## config.mk

```make
export PLATFORM = sky130hd
export DESIGN_NAME = muldiv_div_seq
export DESIGN_NICKNAME = d
export VERILOG_FILES = /design/src/rtl/muldiv_pkg.sv /design/src/rtl/muldiv_div_step.sv /design/src/rtl/muldiv_div_seq.sv
export SDC_FILE = /design/constraint.sdc
export NUM_CORES = 1
export LEC_CHECK = 0
export ABC_AREA = 1
export BUFFER_PORTS_ARGS = -buffer_cell sky130_fd_sc_hd__buf_4
export CAP_MARGIN = 25
export CORE_MARGIN = 2
export CORE_UTILIZATION = 55
export DETAILED_ROUTE_END_ITERATION = 10
export PLACE_DENSITY_LB_ADDON = 0.15
export SLEW_MARGIN = 25
export SYNTH_ARGS = -nofsm -noshare
export SYNTH_HDL_FRONTEND = slang
export SYNTH_HIERARCHICAL = 1
export SYNTH_SLANG_ARGS = --single-unit
```

## constraint.sdc

```tcl
create_clock -name clk -period 2.75 [get_ports clk]
set_input_delay 0.275 -clock clk [delete_from_list [all_inputs] [get_ports clk]]
set_output_delay 0.275 -clock clk [all_outputs]
set_load 0.005 [all_outputs]
```

## src/rtl/muldiv_pkg.sv

```systemverilog
// Shared encodings and constants for the MULDIV unit.
package muldiv_pkg;

    localparam logic [1:0] OP_DIV  = 2'b00;
    localparam logic [1:0] OP_DIVU = 2'b01;
    localparam logic [1:0] OP_REM  = 2'b10;
    localparam logic [1:0] OP_REMU = 2'b11;

    localparam logic [2:0] ST_IDLE = 3'd0;
    localparam logic [2:0] ST_PREP = 3'd1;
    localparam logic [2:0] ST_ITER = 3'd2;
    localparam logic [2:0] ST_FIX  = 3'd3;
    localparam logic [2:0] ST_DONE = 3'd4;

    localparam logic [31:0] ALL_ONES = 32'hFFFF_FFFF;
    localparam logic [31:0] MOST_NEG = 32'h8000_0000;

endpackage

```

## src/rtl/muldiv_div_step.sv

```systemverilog
// One restoring-division step: shift the next dividend bit into the
// partial remainder and subtract the divisor if it fits.
module muldiv_div_step #(
    parameter int WIDTH = 32
) (
    input  logic [WIDTH-1:0] rem,
    input  logic [WIDTH-1:0] quo,
    input  logic [WIDTH-1:0] divisor,
    output logic [WIDTH-1:0] rem_next,
    output logic [WIDTH-1:0] quo_next
);

    logic [WIDTH:0] rem_shift;
    logic [WIDTH:0] diff;
    logic           fits;

    // Extra top bit keeps the borrow so the compare is exact.
    assign rem_shift = {rem, quo[WIDTH-1]};
    assign diff      = rem_shift - {1'b0, divisor};
    assign fits      = ~diff[WIDTH];
    assign rem_next  = fits ? diff[WIDTH-1:0] : rem_shift[WIDTH-1:0];
    assign quo_next  = {quo[WIDTH-2:0], fits};

endmodule

```

## src/rtl/muldiv_div_seq.sv

```systemverilog
// Multi-cycle DIV/DIVU/REM/REMU sequencer: magnitude prep, one restoring
// step per clock, then RISC-V sign and special-case fixup.
//
// state | meaning
// IDLE  | waiting for start
// PREP  | take magnitudes, record signs, detect div-by-zero / overflow
// ITER  | WIDTH restoring-division steps
// FIX   | apply sign rules / special values, register result
// DONE  | one-cycle done pulse, may accept a new start
module muldiv_div_seq
    import muldiv_pkg::*;
#(
    parameter int WIDTH = 32,
    parameter int CNT_W = 5
) (
    input  logic             clk,
    input  logic             rstn,
    input  logic             start,
    input  logic [1:0]       op,
    input  logic [WIDTH-1:0] a,
    input  logic [WIDTH-1:0] b,
    output logic             busy,
    output logic             done,
    output logic [WIDTH-1:0] result
);

    logic [2:0]       state;
    logic [1:0]       op_q;
    logic [WIDTH-1:0] a_q;
    logic [WIDTH-1:0] b_q;
    logic [WIDTH-1:0] quo;
    logic [WIDTH-1:0] rem;
    logic [WIDTH-1:0] divisor;
    logic [CNT_W-1:0] cnt;
    logic             neg_q;
    logic             neg_r;
    logic             special;

    logic             is_signed;
    logic             a_neg;
    logic             b_neg;
    logic [WIDTH-1:0] a_mag;
    logic [WIDTH-1:0] b_mag;
    logic             div_zero;
    logic             overflow;
    logic [WIDTH-1:0] quo_neg;
    logic [WIDTH-1:0] rem_neg;
    logic [WIDTH-1:0] rem_next;
    logic [WIDTH-1:0] quo_next;
    logic [WIDTH-1:0] fix_value;
    logic             accept;

    assign is_signed = ~op_q[0];
    assign a_neg     = is_signed & a_q[WIDTH-1];
    assign b_neg     = is_signed & b_q[WIDTH-1];
    assign a_mag     = a_neg ? (~a_q + WIDTH'(1)) : a_q;
    assign b_mag     = b_neg ? (~b_q + WIDTH'(1)) : b_q;
    assign div_zero  = (b_q == '0);
    assign overflow  = is_signed && (a_q == MOST_NEG) && (b_q == ALL_ONES);
    assign quo_neg   = ~quo + WIDTH'(1);
    assign rem_neg   = ~rem + WIDTH'(1);
    assign accept    = start && ((state == ST_IDLE) || (state == ST_DONE));

    assign busy = (state == ST_PREP) || (state == ST_ITER) || (state == ST_FIX);
    assign done = (state == ST_DONE);

    muldiv_div_step #(.WIDTH(WIDTH)) u_step (
        .rem      (rem),
        .quo      (quo),
        .divisor  (divisor),
        .rem_next (rem_next),
        .quo_next (quo_next)
    );

    // op[1] selects remainder over quotient.
    always_comb begin
        fix_value = quo;
        if (special) begin
            if (div_zero)
                fix_value = op_q[1] ? a_q : ALL_ONES;
            else
                fix_value = op_q[1] ? '0 : MOST_NEG;
        end else if (op_q[1]) begin
            fix_value = neg_r ? rem_neg : rem;
        end else begin
            fix_value = neg_q ? quo_neg : quo;
        end
    end

    always_ff @(posedge clk or negedge rstn) begin
        if (!rstn) begin
            state   <= ST_IDLE;
            op_q    <= '0;
            a_q     <= '0;
            b_q     <= '0;
            quo     <= '0;
            rem     <= '0;
            divisor <= '0;
            cnt     <= '0;
            neg_q   <= 1'b0;
            neg_r   <= 1'b0;
            special <= 1'b0;
            result  <= '0;
        end else begin
            if (accept) begin
                op_q <= op;
                a_q  <= a;
                b_q  <= b;
            end
            case (state)
                ST_IDLE: if (accept) state <= ST_PREP;
                ST_PREP: begin
                    quo     <= a_mag;
                    divisor <= b_mag;
                    rem     <= '0;
                    cnt     <= CNT_W'(WIDTH - 1);
                    neg_q   <= a_neg ^ b_neg;
                    neg_r   <= a_neg;
                    special <= div_zero | overflow;
                    state   <= (div_zero | overflow) ? ST_FIX : ST_ITER;
                end
                ST_ITER: begin
                    rem <= rem_next;
                    quo <= quo_next;
                    cnt <= cnt - CNT_W'(1);
                    if (cnt == '0) state <= ST_FIX;
                end
                ST_FIX: begin
                    result <= fix_value;
                    state  <= ST_DONE;
                end
                ST_DONE: state <= accept ? ST_PREP : ST_IDLE;
                default: state <= ST_IDLE;
            endcase
        end
    end

endmodule

```

# Yosys cells after proc, flatten, opt, wreduce, memory -nomap -nowiden

Cells that the tools add are included.

Flip-flop bits (word level): 205
Input port bits: 69
Output and inout bits: 34
Logic and storage cells: 65

Add/subtract/negate cells: 6
Eq/ne operators: 8
Mux-type cells: 18
Bitwise gates (word level): 10
Reductions and logical operators: 11

Operators with widths:

| kind                                                                    | number |
|---|---|
| 32-bit two-way mux                                                      | 10 |
| 32-bit by 1-bit adder with 32-bit output, second input constant         | 4 |
| 32-bit inverter                                                         | 4 |
| 32-bit one-hot mux with 2 select lines                                  | 2 |
| 32-bit equality test, second input constant                             | 2 |
| 33-bit by 32-bit subtractor with 33-bit output                          | 1 |
| 32-bit zero test                                                        | 1 |
| 3-bit one-hot mux with 5 select lines                                   | 1 |
| 5-bit one-hot mux with 2 select lines                                   | 1 |
| 3-bit by 2-bit equality test with 1-bit output, second input constant   | 2 |
| 3-bit two-way mux                                                       | 2 |
| 5-bit zero test                                                         | 1 |
| 5-bit by 1-bit subtractor with 5-bit output, second input constant      | 1 |
| 3-bit by 1-bit equality test with 1-bit output, second input constant   | 1 |
| 3-bit equality test, second input constant                              | 1 |
| 1-bit logical AND                                                       | 3 |
| 3-bit zero test                                                         | 1 |
| 1-bit logical OR                                                        | 3 |
| 1-bit bitwise AND                                                       | 2 |
| 1-bit two-way mux                                                       | 2 |
| 2-bit by 1-bit inequality test with 1-bit output, second input constant | 1 |
| 2-bit inequality test, second input constant                            | 1 |
| 1-bit inverter                                                          | 2 |
| 2-bit AND reduction                                                     | 1 |
| 3 further kinds                                                         | 3 |

# Logic depth before layout (Yosys ltp)

Word-level depth: 6
Mapped depth: 19
Gate-level depth less buffers: 18

# Modules after synthesis

The synthesis kept the hierarchy.

Modules (own cells, without submodules):

| module          | instances | cells an instance | area each (um2) | seq. area each (um2) |
|---|---|---|---|---|
| muldiv_div_seq  | 1         | 1809              | 12538.3         | 5129.9 |
| muldiv_div_step | 1         | 712               | 3390.8          | 0.0 |

# Least setup slack after synthesis

OpenSTA, ideal clock, no wires.

Kind: flip-flop to flip-flop
From: register quo[31]
To: register quo[0]
Setup time: 0.138 ns
Arrival: 2.152 ns
Required time: 2.612 ns
Slack: 0.460 ns
Stages on the path, launching flop included: 18
Buffers on the path: 2
Period minus slack after synthesis: 2.290 ns
Cells stage by stage: dfrtp_1 > inv_1 > ha_1 > fa_1 > inv_1 > nand2_1 > nand2_1 > nand3_1 > nand2_2 > nand2_1 > nand2_2 > nand2_2 > nand3_1 > nand2_4 > buf_6 > buf_4 > nand2_1 > o221ai_1

Cells in the longest elaborated chain, start to end: 3

RTL lines:

| what                                           | line                  | RTL |
|---|---|---|
| start, declared                                | muldiv_div_seq.sv:31  | `logic [WIDTH-1:0] quo;` |
| start signal, assigned                         | muldiv_div_seq.sv:113 | `quo <= a_mag;` |
| start signal, assigned                         | muldiv_div_seq.sv:124 | `quo <= quo_next;` |
| 33-bit by 32-bit subtractor with 33-bit output | muldiv_div_step.sv:19 | `assign diff = rem_shift - {1'b0, divisor};` |
| 1-bit inverter                                 | muldiv_div_step.sv:20 | `assign fits = ~diff[WIDTH];` |
| named net u_step.fits                          | muldiv_div_step.sv:15 | `logic fits;` |
| 32-bit one-hot mux with 2 select lines         | muldiv_div_seq.sv:110 | `case (state)` |

The timed path passes the listed nets, and every way through them passes these cells.
A chain may end at the register's enable or synchronous reset.

# Worst setup path after layout

From: register quo[31]
To: register rem[29]

Cells in the longest elaborated chain, start to end: 3

RTL lines:

| what                                           | line                  | RTL |
|---|---|---|
| 33-bit by 32-bit subtractor with 33-bit output | muldiv_div_step.sv:19 |  |
| 32-bit two-way mux                             | muldiv_div_step.sv:21 | `assign rem_next = fits ? diff[WIDTH-1:0] : rem_shift[WIDTH-1:0];` |
| named net rem_next[29]                         | muldiv_div_seq.sv:48  | `logic [WIDTH-1:0] rem_next;` |
| 32-bit one-hot mux with 2 select lines         | muldiv_div_seq.sv:110 |  |
| end signal, assigned                           | muldiv_div_seq.sv:123 | `rem <= rem_next;` |
| end, declared                                  | muldiv_div_seq.sv:32  | `logic [WIDTH-1:0] rem;` |

The timed path passes the listed nets, and every way through them passes these cells.

==> impl_metrics.tcl <==
set metrics [dict create \
    drv_cap 0 \
    final-max-slew-violation-count 0 \
    synth-seq-area-share_pct 32.2 \
    period_share_pct 90.5 \
    nNetsFinal 2729 \
    dpl_cell_area_sq_um 16800 \
    avgSynthCellArea_sq_um 6.32 \
    grtUsageTotal_pct 34.7 \
    fin_crit_ps 2490 \
    vias 16900 \
    synth-async-reset-ratio_pct 100 \
    numCtsBuffers 24 \
    fin_area_sq_um 18300 \
    clkTransAtPathRegs_ps 60 \
    p_per_area_nw_per_um2 1390 \
    peakVddDrop_mv 1.07 \
    fin_util_pct 63.9 \
    initial_core_util_pct 55.6 \
    worstPathRequired_ps 3140 \
    hold_viol_final 0 \
    n_fill_cell 2637 \
    worst-path-buf-inv 2 \
    end_kind "flop" \
    dieArea_sq_um 30300 \
    fmax_ghz 0.402 \
    grt_max_degree 75 \
    root_buffer "clkbuf_16" \
    grt_pass1_wl_um 83500 \
    num_antenna_cells 0 \
    cts_tree "yes" \
    fp.dieH_um 174 \
    synth_top_area_cell "dfrtp_1" \
    clk_path_buf_depth 3 \
    postCtsSetupRepairBufs 0 \
    crit_slowest_cell "fa_1" \
    crit_type "flop to flop" \
    ys_types 48 \
    syn_area_sq_um 15900 \
    wirelength_um 52900 \
    synthCells 2521 \
    avgViaCountPerCell 5.61 \
    hpwlAfterDp_um 40200 \
    antenna_found_initial 0 \
    finClkSkew_ps 20.5 \
    crit_path_max_fanout 32 \
    crit_arrival_ps 2870 \
    clock-sinks 205 \
    ant_nets 0 \
    syn_nets 2630 \
    cpPeakStageDelay_ps 400 \
    cpMostUsedCell "nand2_1" \
    placementRows 62 \
    drtIter0Drc 1955 \
    crit_family "simple AND/OR/NAND/NOR gates" \
    setup_viol 0 \
    path_cells "inv_1 -> ha_1 -> fa_1 -> inv_1 -> nand2_1 -> nand2_1 -> nand3_1 -> nand2_2 -> nand2_1 -> nand2_2 -> nand2_2 -> nand3_1 -> nand2_8 -> nand2_1 -> nand2_1 -> nand2_1 -> o21ai_0" \
    fin_tns_setup_ps 0 \
    status "completed" \
    synth_edf_count 0 \
    synth_top_area_share_pct 32.2 \
    post_synth_main_area_contributors "dfrtp_1 32%, nand2_1 22%, nand3_1 7.6%, inv_1 7.1%, o21ai_0 4.6%" \
    grt_pass1_vias 15100 \
    dieWidth_um 174 \
    hold_class "input pin to flop" \
    ys_ff_latch 205 \
    grt_overflow_total 0 \
    firstDrtPassIters 5 \
    worstSkewPairLatency_ps 540 \
    htreeDepth 1 \
    wl_per_cell_um 17.5 \
    gp_congestion 1.01 \
    ys_warn_count 6 \
    p_leak_nw 9.46 \
    slew_headroom_pct 50.9 \
    drive_gt1_share_pct 9.22 \
    coreArea_sq_um 28600 \
    drc 0 \
    worstMarginPinSlew_ps 736 \
    area_growth_pct 14.8 \
    start_kind "flop" \
    ys.flop_type "dfrtp_1" \
    rsz0062_at_grt "no" \
    port_buffers 102 \
    io_pins 103 \
]
-- Yosys cell counts (25+ instances only) --
cell type and n:
nor2_1 185, a21oi_1 59, o21ai_0 145, dfrtp_1 205, buf_4 35, xor2_1 52
nand2_1 925, nand3_1 241, inv_1 303, clkbuf_1 43, buf_2 25, ha_1 39
nand4_1 38
-- power breakdown --
group	total [mW]	switching (mW)	internal [mW]
Combinational	16.0	10.9	5.12
Sequential	6.04	1.61	4.42
Clock	3.34	1.32	2.02
Total	25.4	13.8	11.6
-- logic make-up after synthesis --
kind of cell,Yosys count,synth area share (%)
compound gates,293,10.4
buf+inv,446,11.8
flops,205,32.2
fa+ha+maj,40,3.19
xor+xnor,53,2.91
simple gates,1484,39.6
-- placed cells by master, fill, tap and decap left out, types with 4 or more instances in the layout --
cell,netlist,layout
buf_12,0,4
nor2_4,6,7
and2_1,6,6
o211ai_1,23,23
inv_1,303,303
clkbuf_16,0,25
nor2_2,16,15
ha_1,39,39
o21bai_1,13,13
nor3_1,21,20
nor2_1,185,185
nand3b_1,7,7
a21oi_1,59,59
nor4_1,4,4
o21ai_1,22,22
nand2_1,925,925
nand3_1,241,241
inv_2,22,22
a31oi_1,7,7
or2_2,4,4
nand3_2,4,4
o221ai_1,15,15
clkinv_2,0,4
buf_4,35,121
nand2_2,11,11
dlygate4sd3_1,0,66
nor3_2,5,5
xor2_1,52,52
o21ai_0,145,145
clkbuf_8,0,8
nand4_1,38,38
dfrtp_1,205,205
-- area by class of cell --
| class | count | area (sq um) | area share (%) |
|---|---|---|---|
| timing repair buffer | 192 | 1660 | 9.09 |
| tap | 384 | 480 | 2.63 |
| inverter | 327 | 1230 | 6.71 |
| multi-input combinational | 1870 | 8960 | 49.0 |
| sequential | 205 | 5130 | 28.1 |
| clock inverter | 8 | 96.3 | 0.527 |
| clock buffer | 34 | 729 | 3.99 |
-- metrics by stage --
| stage | setup WS (ps) | hold WS [ps] | instances | total power [mW] |
|---|---|---|---|---|
| final | 262 | 26.9 | 3020 | 25.4 |
| after global routing | 8.08 | 28.7 | 3020 | 27.5 |
| after CTS | 247 | 5.95 | 3020 | 25.0 |
| after detailed placement | 277 | 333 | 2912 | 21.5 |
| after global placement | 307 | 325 | 2912 | 21.2 |
| after floorplan | 460 | -20.6 | 2521 | 17.3 |
-- registers in the layout (all words and copies together) (netlist names) --
signal and flops:
neg_r 1, neg_q 1, rem 32, result 32, special 1, cnt 5
divisor 32, quo 32, op_q 2, state 3, b_q 32, a_q 32
-- worst min-delay path: stages --
cell     delay [ps]
buf_4            80
nand2_1          80
o21ai_0          80
-- repair_timing --
action,CTS,global route
hold endpoints to repair,133,0
setup endpoints to repair,0,6
resized for setup,0,2
hold buffers,66,0
-- per-layer routing --
metal	vias up	GRT usage [%]	wire, um
li1	8160	-	-
met1	7797	52.1	23600
met2	888	51.8	22600
met3	88	5.62	5340
met4	0	9.17	1420
met5	-	0	0
-- final timing paths --
kind	depth (start not counted)	slack, ps	end	from
hold reg to reg	2	480	result[28]	result[28]
max in group asynchronous	3	1640	result[11]	rstn
setup / recovery	17	260	rem[29]	quo[31]
setup reg to reg	17	260	rem[29]	quo[31]
hold / removal	3	30	a_q[0]	a[0]
min in group asynchronous	2	300	result[23]	rstn
Note: power is estimated with default switching activity, not from simulation.
